<file path="src/rtl/xalu_nibble_seq.sv">
// xalu_nibble_seq: nibble-serial word sequencer driving a 4-bit ALU slice
module xalu_nibble_seq #(
    parameter int NIBBLES = 4
) (
    input  logic                 clk,
    input  logic                 rst_n,
    input  logic                 start,
    input  logic [2:0]           op,
    input  logic                 com,
    input  logic                 cin,
    input  logic [4*NIBBLES-1:0] opa,
    input  logic [4*NIBBLES-1:0] opb,
    output logic                 busy,
    output logic                 done,
    output logic [4*NIBBLES-1:0] result,
    output logic                 cout,
    output logic                 zero,
    output logic                 neg_zero,
    output logic                 equ,
    output logic [3:0]           alu_a,
    output logic [3:0]           alu_b,
    output logic [2:0]           alu_f,
    output logic                 alu_com,
    output logic                 alu_ci_right,
    output logic                 alu_ci_left,
    input  logic [3:0]           alu_d,
    input  logic                 alu_co_left,
    input  logic                 alu_co_right,
    input  logic                 alu_zero,
    input  logic                 alu_neg_zero,
    input  logic                 alu_equ
);
    localparam int W  = 4 * NIBBLES;
    localparam int IW = (NIBBLES > 1) ? $clog2(NIBBLES) : 1;
    localparam logic [2:0] OP_ADD = 3'd0, OP_SHR = 3'd6, OP_SHL = 3'd7;

    typedef enum logic [1:0] {IDLE, RUN, DONE} state_t;

    state_t         state_q, state_d;
    logic [IW-1:0]  idx_q, idx_d;
    logic [W-1:0]   opa_q, opa_d, opb_q, opb_d, result_q, result_d;
    logic [2:0]     op_q, op_d;
    logic           com_q, com_d, carry_q, carry_d;
    logic           zacc_q, zacc_d, nacc_q, nacc_d, eacc_q, eacc_d;
    logic           cout_q, cout_d, zero_q, zero_d, neg_zero_q, neg_zero_d, equ_q, equ_d;
    logic           run, chain_left, chain_right, last;

    assign run         = state_q == RUN;
    assign chain_left  = op_q == OP_ADD || op_q == OP_SHL;
    assign chain_right = op_q == OP_SHR;
    assign last        = chain_right ? idx_q == '0 : idx_q == IW'(NIBBLES - 1);

    assign alu_a        = run ? opa_q[4*idx_q +: 4] : 4'h0;
    assign alu_b        = run ? opb_q[4*idx_q +: 4] : 4'h0;
    assign alu_f        = run ? op_q : 3'd0;
    assign alu_com      = run && com_q;
    assign alu_ci_right = run && chain_left && carry_q;
    assign alu_ci_left  = run && chain_right && carry_q;

    assign busy     = state_q != IDLE;
    assign done     = state_q == DONE;
    assign result   = result_q;
    assign cout     = cout_q;
    assign zero     = zero_q;
    assign neg_zero = neg_zero_q;
    assign equ      = equ_q;

    // Next state: latch on start, fold one slice result per RUN cycle, publish flags on the last nibble
    always_comb begin
        state_d    = state_q;
        idx_d      = idx_q;
        opa_d      = opa_q;
        opb_d      = opb_q;
        op_d       = op_q;
        com_d      = com_q;
        carry_d    = carry_q;
        zacc_d     = zacc_q;
        nacc_d     = nacc_q;
        eacc_d     = eacc_q;
        result_d   = result_q;
        cout_d     = cout_q;
        zero_d     = zero_q;
        neg_zero_d = neg_zero_q;
        equ_d      = equ_q;
        case (state_q)
            IDLE: if (start) begin
                state_d = RUN;
                opa_d   = opa;
                opb_d   = opb;
                op_d    = op;
                com_d   = com;
                carry_d = cin;
                idx_d   = (op == OP_SHR) ? IW'(NIBBLES - 1) : '0;
                zacc_d  = 1'b1;
                nacc_d  = 1'b1;
                eacc_d  = 1'b1;
            end
            RUN: begin
                result_d[4*idx_q +: 4] = alu_d;
                carry_d = chain_left ? alu_co_left : chain_right ? alu_co_right : 1'b0;
                zacc_d  = zacc_q & alu_zero;
                nacc_d  = nacc_q & alu_neg_zero;
                eacc_d  = eacc_q & alu_equ;
                idx_d   = chain_right ? idx_q - 1'b1 : idx_q + 1'b1;
                if (last) begin
                    state_d    = DONE;
                    cout_d     = carry_d;
                    zero_d     = zacc_d;
                    neg_zero_d = nacc_d;
                    equ_d      = eacc_d;
                end
            end
            default: state_d = IDLE;
        endcase
    end

    // State register with synchronous active-low reset clearing every output-visible flop
    always_ff @(posedge clk) begin
        if (!rst_n) begin
            state_q    <= IDLE;
            idx_q      <= '0;
            opa_q      <= '0;
            opb_q      <= '0;
            op_q       <= '0;
            com_q      <= 1'b0;
            carry_q    <= 1'b0;
            zacc_q     <= 1'b0;
            nacc_q     <= 1'b0;
            eacc_q     <= 1'b0;
            result_q   <= '0;
            cout_q     <= 1'b0;
            zero_q     <= 1'b0;
            neg_zero_q <= 1'b0;
            equ_q      <= 1'b0;
        end else begin
            state_q    <= state_d;
            idx_q      <= idx_d;
            opa_q      <= opa_d;
            opb_q      <= opb_d;
            op_q       <= op_d;
            com_q      <= com_d;
            carry_q    <= carry_d;
            zacc_q     <= zacc_d;
            nacc_q     <= nacc_d;
            eacc_q     <= eacc_d;
            result_q   <= result_d;
            cout_q     <= cout_d;
            zero_q     <= zero_d;
            neg_zero_q <= neg_zero_d;
            equ_q      <= equ_d;
        end
    end
endmodule

</file>
<file path="config.mk">
export PLATFORM = sky130hd
export DESIGN_NAME = xalu_nibble_seq
export DESIGN_NICKNAME = d
export VERILOG_FILES = /design/src/rtl/xalu_nibble_seq.sv
export SDC_FILE = /design/constraint.sdc
export NUM_CORES = 1
export LEC_CHECK = 0
export BUFFER_PORTS_ARGS = -buffer_cell sky130_fd_sc_hd__buf_2
export CELL_PAD_IN_SITES_DETAIL_PLACEMENT = 1
export CELL_PAD_IN_SITES_GLOBAL_PLACEMENT = 1
export CORE_ASPECT_RATIO = 0.8
export CORE_UTILIZATION = 37
export DETAILED_ROUTE_END_ITERATION = 10
export PLACE_DENSITY = 0.8
export SYNTH_ARGS = -nofsm -noshare
export SYNTH_HDL_FRONTEND = slang
export SYNTH_SLANG_ARGS = --single-unit
</file>
<file path="constraint.sdc">
create_clock -name clk -period 2.8 [get_ports clk]
set_clock_uncertainty 0.2 [all_clocks]
set_input_delay 0.42 -clock clk [delete_from_list [all_inputs] [get_ports clk]]
set_output_delay 0.42 -clock clk [all_outputs]
set_load 0.03 [all_outputs]
</file>
==> results of run 1 <==
[final cells by class]
cell class | instances | area share
Inverter | 7 | 0.00744
Timing Repair Buffer | 95 | 0.149
Multi-Input combinational cell | 240 | 0.399
Clock buffer | 10 | 0.0361
Sequential cell | 64 | 0.363
Clock inverter | 4 | 0.0135
Tap cell | 90 | 0.0319
[worst register-to-register path, stage by stage, from the launching register on]
cell and delay [ps]:
dfxtp_1 310, buf_4 160, inv_1 80, ha_1 330
nand3b_1 280, mux2i_4 320, mux2i_1 240, nor2_1 50
[power by group]
part | switching [mW] | total [mW] | internal, mW
clock network | 0.337 | 0.735 | 0.398
logic | 0.179 | 0.308 | 0.128
registers | 0.0302 | 0.986 | 0.955
[flip-flops by register name, summed over array words and instances (netlist names), 2 cells and up]
name / count
idx_q: 2
result: 16
op_q: 3
opb_q: 16
state_q: 2
opa_q: 16
[per-layer routing]
layer | part of all wire | routed length (microns) | global-route usage | vias up
li1 | - | - | - | 1286
met1 | 0.48 | 3610 | 0.263 | 1182
met2 | 0.46 | 3480 | 0.324 | 67
met3 | 0.043 | 326 | 0.0569 | 11
met4 | 0.014 | 103 | 0.0603 | 0
met5 | 0 | 0 | 0 | -
[how the worst min path moves through the flow]
stage | to | slack, ps | depth (start not counted)
final | opa_q[9] | 120 | 3
after global routing | opa_q[6] | 110 | 3
after CTS | opb_q[11] | 110 | 3
after detailed placement | result[13] | 250 | 2
after global placement | opa_q[1] | 240 | 2
after floorplan | com_q | 230 | 2
[cells in the final DEF (no fill, tap or decap), types with 2 or more instances in the layout]
cell type   n
nand3b_1    3
clkinv_2    2
clkbuf_8    9
buf_12      2
or2_1       2
o21ai_0     5
dfxtp_1    64
nand2_1    88
nor2b_1     2
mux4_2      8
mux2i_1     2
nor2_1     15
buf_2      84
a21oi_1    53
nand3_1    14
inv_1       6
a22oi_1     8
ha_1        5
a31oi_1     2
and2_1     16
buf_4       9
or2_2       2
[cells by family (layout without fill, tap and decap cells)]
logic type / after synthesis / count (layout) / share of synthesized area
and+or+nand+nor: 153 / 153 / 0.262
xor gates and xnor gates: 2 / 2 / 0.00624
adders and majority gates: 5 / 5 / 0.0223
buffers and inverters: 27 / 116 / 0.0419
DFF: 64 / 64 / 0.456
AOI/OAI and AO/OA: 69 / 69 / 0.132
muxes: 11 / 11 / 0.0793
==> impl_results.rst, run 1 <==
.. list-table::
   :header-rows: 1

   * - Metric
     - Value
   * - Synth top area share
     - 0.456
   * - Count of max-cap constraint violations
     - 0
   * - Vias
     - 2546
   * - Post-synth EDFFs
     - 0
   * - Detailed placer's ending HPWL
     - roughly 5500 microns
   * - Post-route worst hold slack
     - roughly 120 ps
   * - Reg2Reg Capture Point
     - cout
   * - Sequential Area
     - roughly 1300 sq um
   * - Pin slew with the least headroom to its limit
     - roughly 540 ps
   * - Clock root cell
     - clkbuf_8
   * - Family of cells with the greatest summed delay on the critical path
     - flip-flops
   * - Final routed DRC violation total
     - 0
   * - Antenna violations before repair
     - 0
   * - Launch point of the worst path
     - state_q[0]
   * - Cells after DPL
     - just under 500
   * - Unrepaired setup endpoints after global routing
     - false
   * - Number of nets with antenna violations after detailed routing
     - 0
   * - Library cell occupying the most area in the post-synthesis netlist
     - dfxtp_1
   * - H-tree depth
     - 3
   * - Element type at the critical path end
     - output pin
   * - Yosys warning total
     - 0
   * - Buffer and inverter count on the worst path
     - 2
   * - Ordered list of cells on the worst path
     - nor2b_1, buf_4, nand2_1, a21oi_1, buf_2
   * - Vertical extent of the die
     - ~80 microns
   * - Start of the worst register-to-register path
     - idx_q[0]
   * - Std cell rows
     - 28
   * - Post-synthesis instance area
     - about 2800 sq um
   * - Post-DR vias/cell
     - between 4 and 5
   * - Worst slack at placement
     - between 700 and 800 ps
   * - End of the critical path
     - alu_ci_right
   * - Via count of the first global-routing pass
     - between 2000 and 2500
   * - Type of the most critical hold path
     - in -> reg
   * - Initial core utilization
     - 0.382
   * - Buffers on Ports
     - between 80 and 90
   * - Max-slew headroom at the worst pin
     - 0.637
   * - CORE AREA
     - 7360 sq um
   * - Syn Nets
     - about 390
   * - Number of DRC markers in iteration 0
     - between 100 and 150
   * - Clock tree from TritonCTS
     - built
   * - Startpoint class of the critical path
     - flip-flop
   * - Largest buffer count on any clock path
     - 2
   * - Clock sink count
     - 64
   * - Worst setup path class
     - reg -> out
   * - Total routing resource utilization after global routing
     - 0.201
   * - Nets
     - around 470
   * - Path length in cells of the critical path
     - 5
   * - Num CTS Buffers
     - 9
   * - # setup viols final
     - 0
   * - Largest driver fanout on the critical path
     - 10
   * - Fillers
     - around 900
   * - Max Fclk
     - roughly 420 MHz
   * - Wirelength per Cell
     - roughly 15 microns
   * - Insertion delay of the later-clocked pin in the worst-skew pair
     - 330 ps
   * - Die width
     - ~99 microns
   * - Result of the run
     - completed
   * - Maximum number of pins on one net before global-route repair
     - 35
   * - Wirelength, routed
     - between 7000 and 8000 microns
   * - First-pass GRT wire length
     - approximately 12000 microns
   * - 1st-pass router iterations
     - 4
   * - Post-route cell area
     - between 3000 and 4000 sq um
   * - Post-route setup TNS
     - 0 ps
   * - Post_cts resized
     - 0
   * - Area of the multi-input gates
     - roughly 1400 sq um
   * - Worst path arrival time
     - ~1800 ps
   * - Number of setup buffers added after CTS
     - 0
   * - Clock-pin transition on the worst setup and hold timing paths
     - around 70 ps
   * - Hold Crit Start
     - opa[9]
   * - Final Total Pwr
     - a little over 2 mW
   * - Final estimated routing congestion in global placement
     - between 0.7 and 0.8
   * - Unique cell type count in the Yosys netlist
     - 37
   * - Leading register cell type out of synthesis
     - dfxtp_1
   * - Number of synthesized register bits
     - 64
   * - Syn avg cell area
     - 8.48 sq um
   * - Post-layout util
     - 0.480
   * - Area delta synth->final
     - 25.8%
   * - Highest cell delay on the worst timing path
     - roughly 500 ps
   * - Worst vdd rail ir drop
     - 0.382 mV
   * - Final Worst Setup Slack
     - slightly above 400 ps
   * - Pins Over Slew Limit
     - 0
   * - Total I/O pin count
     - 85
   * - Instance area at placement
     - 3360 sq um
   * - PD cells
     - about 570 nW/um^2
   * - Most instantiated library cell after synthesis
     - nand2_1
   * - Worst reg-to-reg path cell count
     - 7
   * - Post-route fraction of the period consumed by the critical path
     - 0.853
   * - Total die area
     - just under 8000 sq um
   * - Final antenna diode count
     - 0
   * - Final hold viol count
     - 0
   * - Final critical-path required period
     - between 2000 and 2500 ps
   * - Master of the slowest instance on the critical path
     - dfxtp_1
   * - Final Instance Count excl. Fillers
     - a little over 500
   * - Share of cells above drive strength 1
     - 0.302
   * - Leakage
     - approximately 1.5 nW
   * - # hold bufs at CTS
     - 0
   * - Required time reported for the critical path endpoint
     - about 2200 ps
   * - Gate count after technology mapping
     - roughly 330
   * - Top cells by count, synth
     - nand2_1 (88), dfxtp_1 (64), a21oi_1 (53)
   * - Aggregate global routing overflow
     - 0
   * - Largest cells by area after synthesis
     - dfxtp_1 (46%), nand2_1 (12%), a21oi_1 (9.4%), mux4_2 (6.4%), and2_1 (3.6%)
   * - Post-synth ARST share
     - 0
   * - Proportion of synthesized chip area in sequential cells
     - 0.456
   * - R2r setup slk
     - 740 ps
(Power assumes the default switching activity.)
==> inputs of run 2 (changes only) <==
- CORE_ASPECT_RATIO: 0.8 -> unset
- clock period: 2.8 -> 2.66 ns (I/O delays scaled with it)
==> impl_results.rst, run 2 (same netlist as run 1, synthesis figures left out) <==
.. list-table::
   :header-rows: 1

   * - Metric
     - Value
   * - Result of the run
     - completed
   * - Met2 track demand over resource in global routing
     - 0.342 (+0.0185)
   * - Post-route setup TNS
     - 0 ps (unchanged)
   * - Post-layout util
     - 0.487 (+0.00703)
   * - Global-route met3 utilization
     - 0.0406 (-0.0163)
   * - Via count of the first global-routing pass
     - 2544 (+2.1%)
   * - # setup viols final
     - 0 (unchanged)
   * - Detailed placer's ending HPWL
     - 5340 microns (-3.7%)
   * - Total I/O pin count
     - 85 (unchanged)
   * - Clock group share of total power
     - 0.399 (+0.036)
   * - Leakage
     - 1.51 nW (+0.32%)
   * - Final hold viol count
     - 0 (unchanged)
   * - Num CTS Buffers
     - 9 (unchanged)
   * - Wirelength per Cell
     - 14.4 microns (-2.4%)
   * - CORE AREA
     - 7290 sq um (-0.88%)
   * - Clock-pin transition on the worst setup and hold timing paths
     - 70 ps (about the same)
   * - Pins Over Slew Limit
     - 0 (unchanged)
   * - Cell Int Power
     - 1.67 mW (+12%)
   * - GR Util met1
     - 0.234 (-0.0288)
   * - Sequential cell fraction of total power
     - 0.463 (-0.023)
   * - Highest-count cells in the layout ignoring fill and taps
     - nand2_1 (88), buf_2 (84), dfxtp_1 (63), a21oi_1 (53), and2_1 (16)
   * - Final antenna diode count
     - 0 (unchanged)
   * - Die width
     - 89.1 microns (-10%)
   * - Final Worst Setup Slack
     - 192 ps (-219 ps)
   * - Clock sink count
     - 64 (unchanged)
   * - Worst vdd rail ir drop
     - 0.292 mV (-23%)
   * - Element type at the critical path end
     - output pin
   * - Number of nets with antenna violations after detailed routing
     - 0 (unchanged)
   * - Fraction of power spent switching nets
     - 0.259 (-0.0104)
   * - Buffers on Ports
     - 84 (unchanged)
   * - 1st-pass router iterations
     - 4 (unchanged)
   * - Highest cell delay on the worst timing path
     - 510 ps (about the same)
   * - Largest driver fanout on the critical path
     - 8 (-2)
   * - Worst slack at placement
     - 417 ps (-316 ps)
   * - Wirelength, routed
     - 7460 microns (-0.85%)
   * - Post-route fraction of the period consumed by the critical path
     - 0.928
   * - Ordered list of cells on the worst path
     - buf_4, mux4_2, and2_1, buf_2
   * - Std cell rows
     - 31 (+11%)
   * - Antenna violations before repair
     - 0 (unchanged)
   * - Buffer and inverter count on the worst path
     - 2 (unchanged)
   * - Count of max-cap constraint violations
     - 0 (unchanged)
   * - Logic gate share of total power
     - 0.137 (-0.015)
   * - Nets
     - 468 (-0.64%)
   * - Grt peak-use layer
     - met2
   * - Share of cells above drive strength 1
     - 0.303 (+0.000722)
   * - PD cells
     - 633 nW/um^2 (+10%)
   * - Pin slew with the least headroom to its limit
     - 564 ps (+20.3 ps)
   * - Required time reported for the critical path endpoint
     - 2060 ps (-120 ps)
   * - Startpoint class of the critical path
     - flip-flop
   * - Post-DR vias/cell
     - 5.07 (+1.6%)
   * - Max-slew headroom at the worst pin
     - 0.624 (-0.0132)
   * - Master of the slowest instance on the critical path
     - mux4_2
   * - Switching power
     - 583 uW (+6.6%)
   * - Family of cells with the greatest summed delay on the critical path
     - multiplexers
   * - Final estimated routing congestion in global placement
     - 0.732 (-1.9%)
   * - Final critical-path required period
     - between 2000 and 2500 ps
   * - Aggregate global routing overflow
     - 0 (unchanged)
   * - Max Fclk
     - 405 MHz
   * - Total die area
     - 7940 sq um (about the same)
   * - Insertion delay of the later-clocked pin in the worst-skew pair
     - 350 ps (+20 ps)
   * - Clock root cell
     - clkbuf_8
   * - Clock tree from TritonCTS
     - built
   * - Vias
     - 2627 (+3.2%)
   * - Unrepaired setup endpoints after global routing
     - false
   * - Type of the most critical hold path
     - in -> reg
   * - Maximum number of pins on one net before global-route repair
     - 33 (-5.7%)
   * - First-pass GRT wire length
     - 11800 microns (-4.5%)
   * - Final routed DRC violation total
     - 0 (unchanged)
   * - Largest buffer count on any clock path
     - 2 (unchanged)
   * - Worst setup path class
     - reg -> out
   * - Vertical extent of the die
     - 89.1 microns (+12%)
   * - Number of DRC markers in iteration 0
     - 45 (-68%)
   * - H-tree depth
     - 3 (unchanged)
   * - Area delta synth->final
     - 26.5%
   * - Initial core utilization
     - 0.385 (+0.00341)
   * - Worst path arrival time
     - 1870 ps (+100 ps)
   * - Most common library cell in the layout ignoring fill and taps
     - nand2_1
   * - Total routing resource utilization after global routing
     - 0.197 (-0.00427)
==> run 2: final timing paths <==
path         cells past startpoint  startpoint   endpoint  slack [ps]
max                              4    idx_q[0]   alu_b[2]         190
min                              3     opb[14]  opb_q[14]          90
min reg2reg                      2    opa_q[7]   opa_q[7]         250
max reg2reg                      6    idx_q[0]       cout         530
==> run 2: power groups by stage <==
stage,sequential (mW),combinational [mW],clock (mW)
after floorplan,1.05,0.209,0
after global placement,1.06,0.301,0
after detailed placement,1.06,0.310,0
after CTS,1.04,0.314,0.909
after global routing,1.05,0.342,0.948
final,1.04,0.309,0.898
==> run 2: per-layer routing <==
metal	vias to the layer above	wire, microns
met5	-	0
met4	0	122
met3	12	313
met2	62	3720
met1	1268	3310
li1	1285	-
==> run 2: metrics by stage <==
stage               instance area, sq um  instances  hold slack, ps  power, mW
finish                              3550        518            86.4       2.25
detailed placement                  3330        502             248       1.37
global placement                    3330        502             239       1.36
global route                        3550        518            87.1       2.34
CTS                                 3550        518            77.9       2.27
floorplan                           2810        331             232       1.26
==> run 2: cell type report <==
type                       instances  area (sq um)
inverter                           7          26.3
clock buffer                      14           183
fill                             924          3740
timing repair buffer              92           493
tap                               99           124
clock inverter                     2          35.0
sequential                        64          1280
multi-input combinational        240          1410
==> run 2: repair_timing <==
item                       CTS  global route
setup endpoints to repair    0             5
hold buffers                 0             0
gates resized for setup      0             1
buffers inserted             0             0
==> run 2: worst min-delay path: stages <==
cell and delay [ps]:
buf_2 90, nand2_1 40, a21oi_1 50
==> inputs of run 3 (changes only) <==
- CELL_PAD_IN_SITES_GLOBAL_PLACEMENT: 1 -> 2
- CORE_UTILIZATION: 37 -> 29
- MAX_ROUTING_LAYER: unset -> met4
==> impl_results.rst, run 3 (same netlist as run 1, synthesis figures left out) <==
.. list-table::
   :header-rows: 1

   * - Metric
     - Value
   * - 1st-pass router iterations
     - 4 (unchanged)
   * - Vias
     - 2570 (-2.2%)
   * - Final routed DRC violation total
     - 0 (unchanged)
   * - # hold bufs at CTS
     - 0 (unchanged)
   * - Leakage
     - 1.49 nW (-1.4%)
   * - Fillers
     - 1146 (+24%)
   * - Largest driver fanout on the critical path
     - 9 (+1)
   * - Element type at the critical path end
     - output pin
   * - Via count of the first global-routing pass
     - 2484 (-2.4%)
   * - Most common library cell in the layout ignoring fill and taps
     - nand2_1
   * - Post-route fraction of the period consumed by the critical path
     - 0.945 (+0.0168)
   * - Family of cells with the greatest summed delay on the critical path
     - flip-flops
   * - Cell Int Power
     - 1.53 mW (-8.5%)
   * - PD cells
     - 590 nW/um^2 (-6.9%)
   * - Result of the run
     - completed
   * - Number of DRC markers in iteration 0
     - 75 (+67%)
   * - Count of max-cap constraint violations
     - 0 (unchanged)
   * - Start of the worst register-to-register path
     - idx_q[0]
   * - Total die area
     - 10100 sq um (+27%)
   * - R2r setup slk
     - 490 ps (-40 ps)
   * - Initial core utilization
     - 0.301 (-0.0840)
   * - Maximum number of pins on one net before global-route repair
     - 38 (+15%)
   * - Instance count along the most critical hold path
     - 3 (unchanged)
   * - Vertical extent of the die
     - 100 microns (+13%)
   * - Post-DR vias/cell
     - 4.70 (-7.4%)
   * - CORE AREA
     - 9330 sq um (+28%)
   * - Worst path arrival time
     - 1910 ps (+40 ps)
   * - Highest cell delay on the worst timing path
     - 540 ps (+30 ps)
   * - Clock group share of total power
     - 0.354 (-0.045)
   * - Post-layout util
     - 0.382 (-0.105)
   * - Final critical-path required period
     - 2510 ps (+44.7 ps)
   * - Path length in cells of the critical path
     - 4 (unchanged)
   * - Die width
     - 100 microns (+13%)
   * - Clock sink count
     - 64 (unchanged)
   * - Master of the slowest instance on the critical path
     - dfxtp_1
   * - Max-slew headroom at the worst pin
     - 0.674 (+0.0505)
   * - Sequential cell fraction of total power
     - 0.496 (+0.033)
   * - Worst setup path class
     - reg -> out
   * - Pin slew with the least headroom to its limit
     - 488 ps (-75.6 ps)
   * - Required time reported for the critical path endpoint
     - 2060 ps (about the same)
   * - Final antenna diode count
     - 0 (unchanged)
   * - Total routing resource utilization after global routing
     - 0.164 (-0.0333)
   * - Aggregate global routing overflow
     - 0 (unchanged)
   * - Pins Over Slew Limit
     - 0 (unchanged)
   * - Std cell rows
     - 35 (+13%)
   * - Wirelength per Cell
     - 13.8 microns (-4.5%)
   * - Area delta synth->final
     - 26.9%
   * - Type of the most critical hold path
     - in -> reg
   * - Number of nets with antenna violations after detailed routing
     - 0 (unchanged)
   * - Launch point of the worst path
     - idx_q[0]
   * - # setup viols final
     - 0 (unchanged)
   * - Worst reg-to-reg path cell count
     - 6 (unchanged)
   * - Insertion delay of the later-clocked pin in the worst-skew pair
     - 340 ps (about the same)
   * - Final estimated routing congestion in global placement
     - 0.688 (-6.0%)
   * - Final hold viol count
     - 0 (unchanged)
   * - Max Fclk
     - 398 MHz (-1.8%)
   * - Unrepaired setup endpoints after global routing
     - false
   * - Reg2Reg Capture Point
     - equ
   * - Worst vdd rail ir drop
     - 0.250 mV (-14%)
   * - Highest-count cells in the layout ignoring fill and taps
     - nand2_1 (88), buf_2 (84), dfxtp_1 (64), a21oi_1 (53), and2_1 (16)
   * - Number of setup buffers added after CTS
     - 0 (unchanged)
   * - Clock root cell
     - clkbuf_8
   * - Share of cells above drive strength 1
     - 0.292 (-0.0112)
   * - Logic gate share of total power
     - 0.150 (+0.013)
   * - End of the critical path
     - alu_a[3]
   * - Buffer and inverter count on the worst path
     - 2 (unchanged)
   * - Buffers on Ports
     - 84 (unchanged)
   * - Num CTS Buffers
     - 9 (unchanged)
   * - Detailed placer's ending HPWL
     - 5500 microns (+3.0%)
   * - Startpoint class of the critical path
     - flip-flop
   * - Switching power
     - 575 uW (-1.3%)
   * - Clock tree from TritonCTS
     - built
   * - Ordered list of cells on the worst path
     - buf_12, mux4_2, and2_1, buf_2
   * - H-tree depth
     - 3 (unchanged)
   * - Total I/O pin count
     - 85 (unchanged)
   * - Clock-pin transition on the worst setup and hold timing paths
     - 70 ps (about the same)
   * - Antenna violations before repair
     - 0 (unchanged)
   * - Largest buffer count on any clock path
     - 2 (unchanged)
   * - Fraction of power spent switching nets
     - 0.274 (+0.0147)
   * - Wirelength, routed
     - 7530 microns (+0.88%)
   * - Post-route setup TNS
     - 0 ps (unchanged)
   * - First-pass GRT wire length
     - 12200 microns (+3.6%)
   * - Post_cts resized
     - 0 (unchanged)
   * - Nets
     - 468 (unchanged)
-- run 3: metrics by stage --
| step | setup slack [ps] | instance area [sq um] | total power, mW | hold slack [ps] | std cells |
|---|---|---|---|---|---|
| detailed placement | 473 | 3400 | 1.39 | 248 | 532 |
| global route | 43.7 | 3560 | 2.22 | 85.7 | 547 |
| global placement | 483 | 3400 | 1.38 | 238 | 532 |
| finish | 148 | 3560 | 2.10 | 94.2 | 547 |
| floorplan | 569 | 2810 | 1.26 | 232 | 331 |
| CTS | 112 | 3560 | 2.13 | 81.7 | 547 |
-- run 3: area by class of cell --
cell class              count  area (sq um)  area share
multi-input cells         240          1410       0.396
flip-flops and latches     64          1280       0.360
repair buffers             92           518       0.145
clock buffers              15           166      0.0467
well taps                 129           161      0.0453
inverters                   7          26.3     0.00738
-- run 3: worst min-delay path by stage --
| stage | startpoint | endpoint | slack, ps |
|---|---|---|---|
| 3_5_place_dp | opa_q[6] | opa_q[6] | 250 |
| 4_1_cts | opa[8] | opa_q[8] | 80 |
| 3_3_place_gp | result[6] | result[6] | 240 |
| 5_1_grt | opb[0] | opb_q[0] | 90 |
| 6_report | opa[5] | opa_q[5] | 90 |
| 2_1_floorplan | com_q | com_q | 230 |
-- run 3: worst reg2reg max path, delay by kind of cell (launching register included) --
family	cells	cell delay (ps)
AND/OR/NAND/NOR	2	560
flip-flops	1	540
adder cells (fa/ha/maj)	1	350
buffers and inverters	1	190
multiplexers	1	150
AO/OA/AOI/OAI	1	120
-- run 3: metal layers --
layer,up-vias,wire length (microns),global-route usage
li1,1279,-,-
met1,1227,3500,0.199
met2,56,3650,0.268
met3,8,292,0.0411
met4,0,79,0.0502
met5,-,0,-
-- run 3: power groups by stage --
stage                     sequential (mW)  combinational [mW]  clock [mW]
final                                1.04               0.316       0.744
after global routing                 1.05               0.352       0.818
after CTS                            1.04               0.323       0.764
after detailed placement             1.06               0.322           0
after global placement               1.06               0.317           0
after floorplan                      1.05               0.209           0
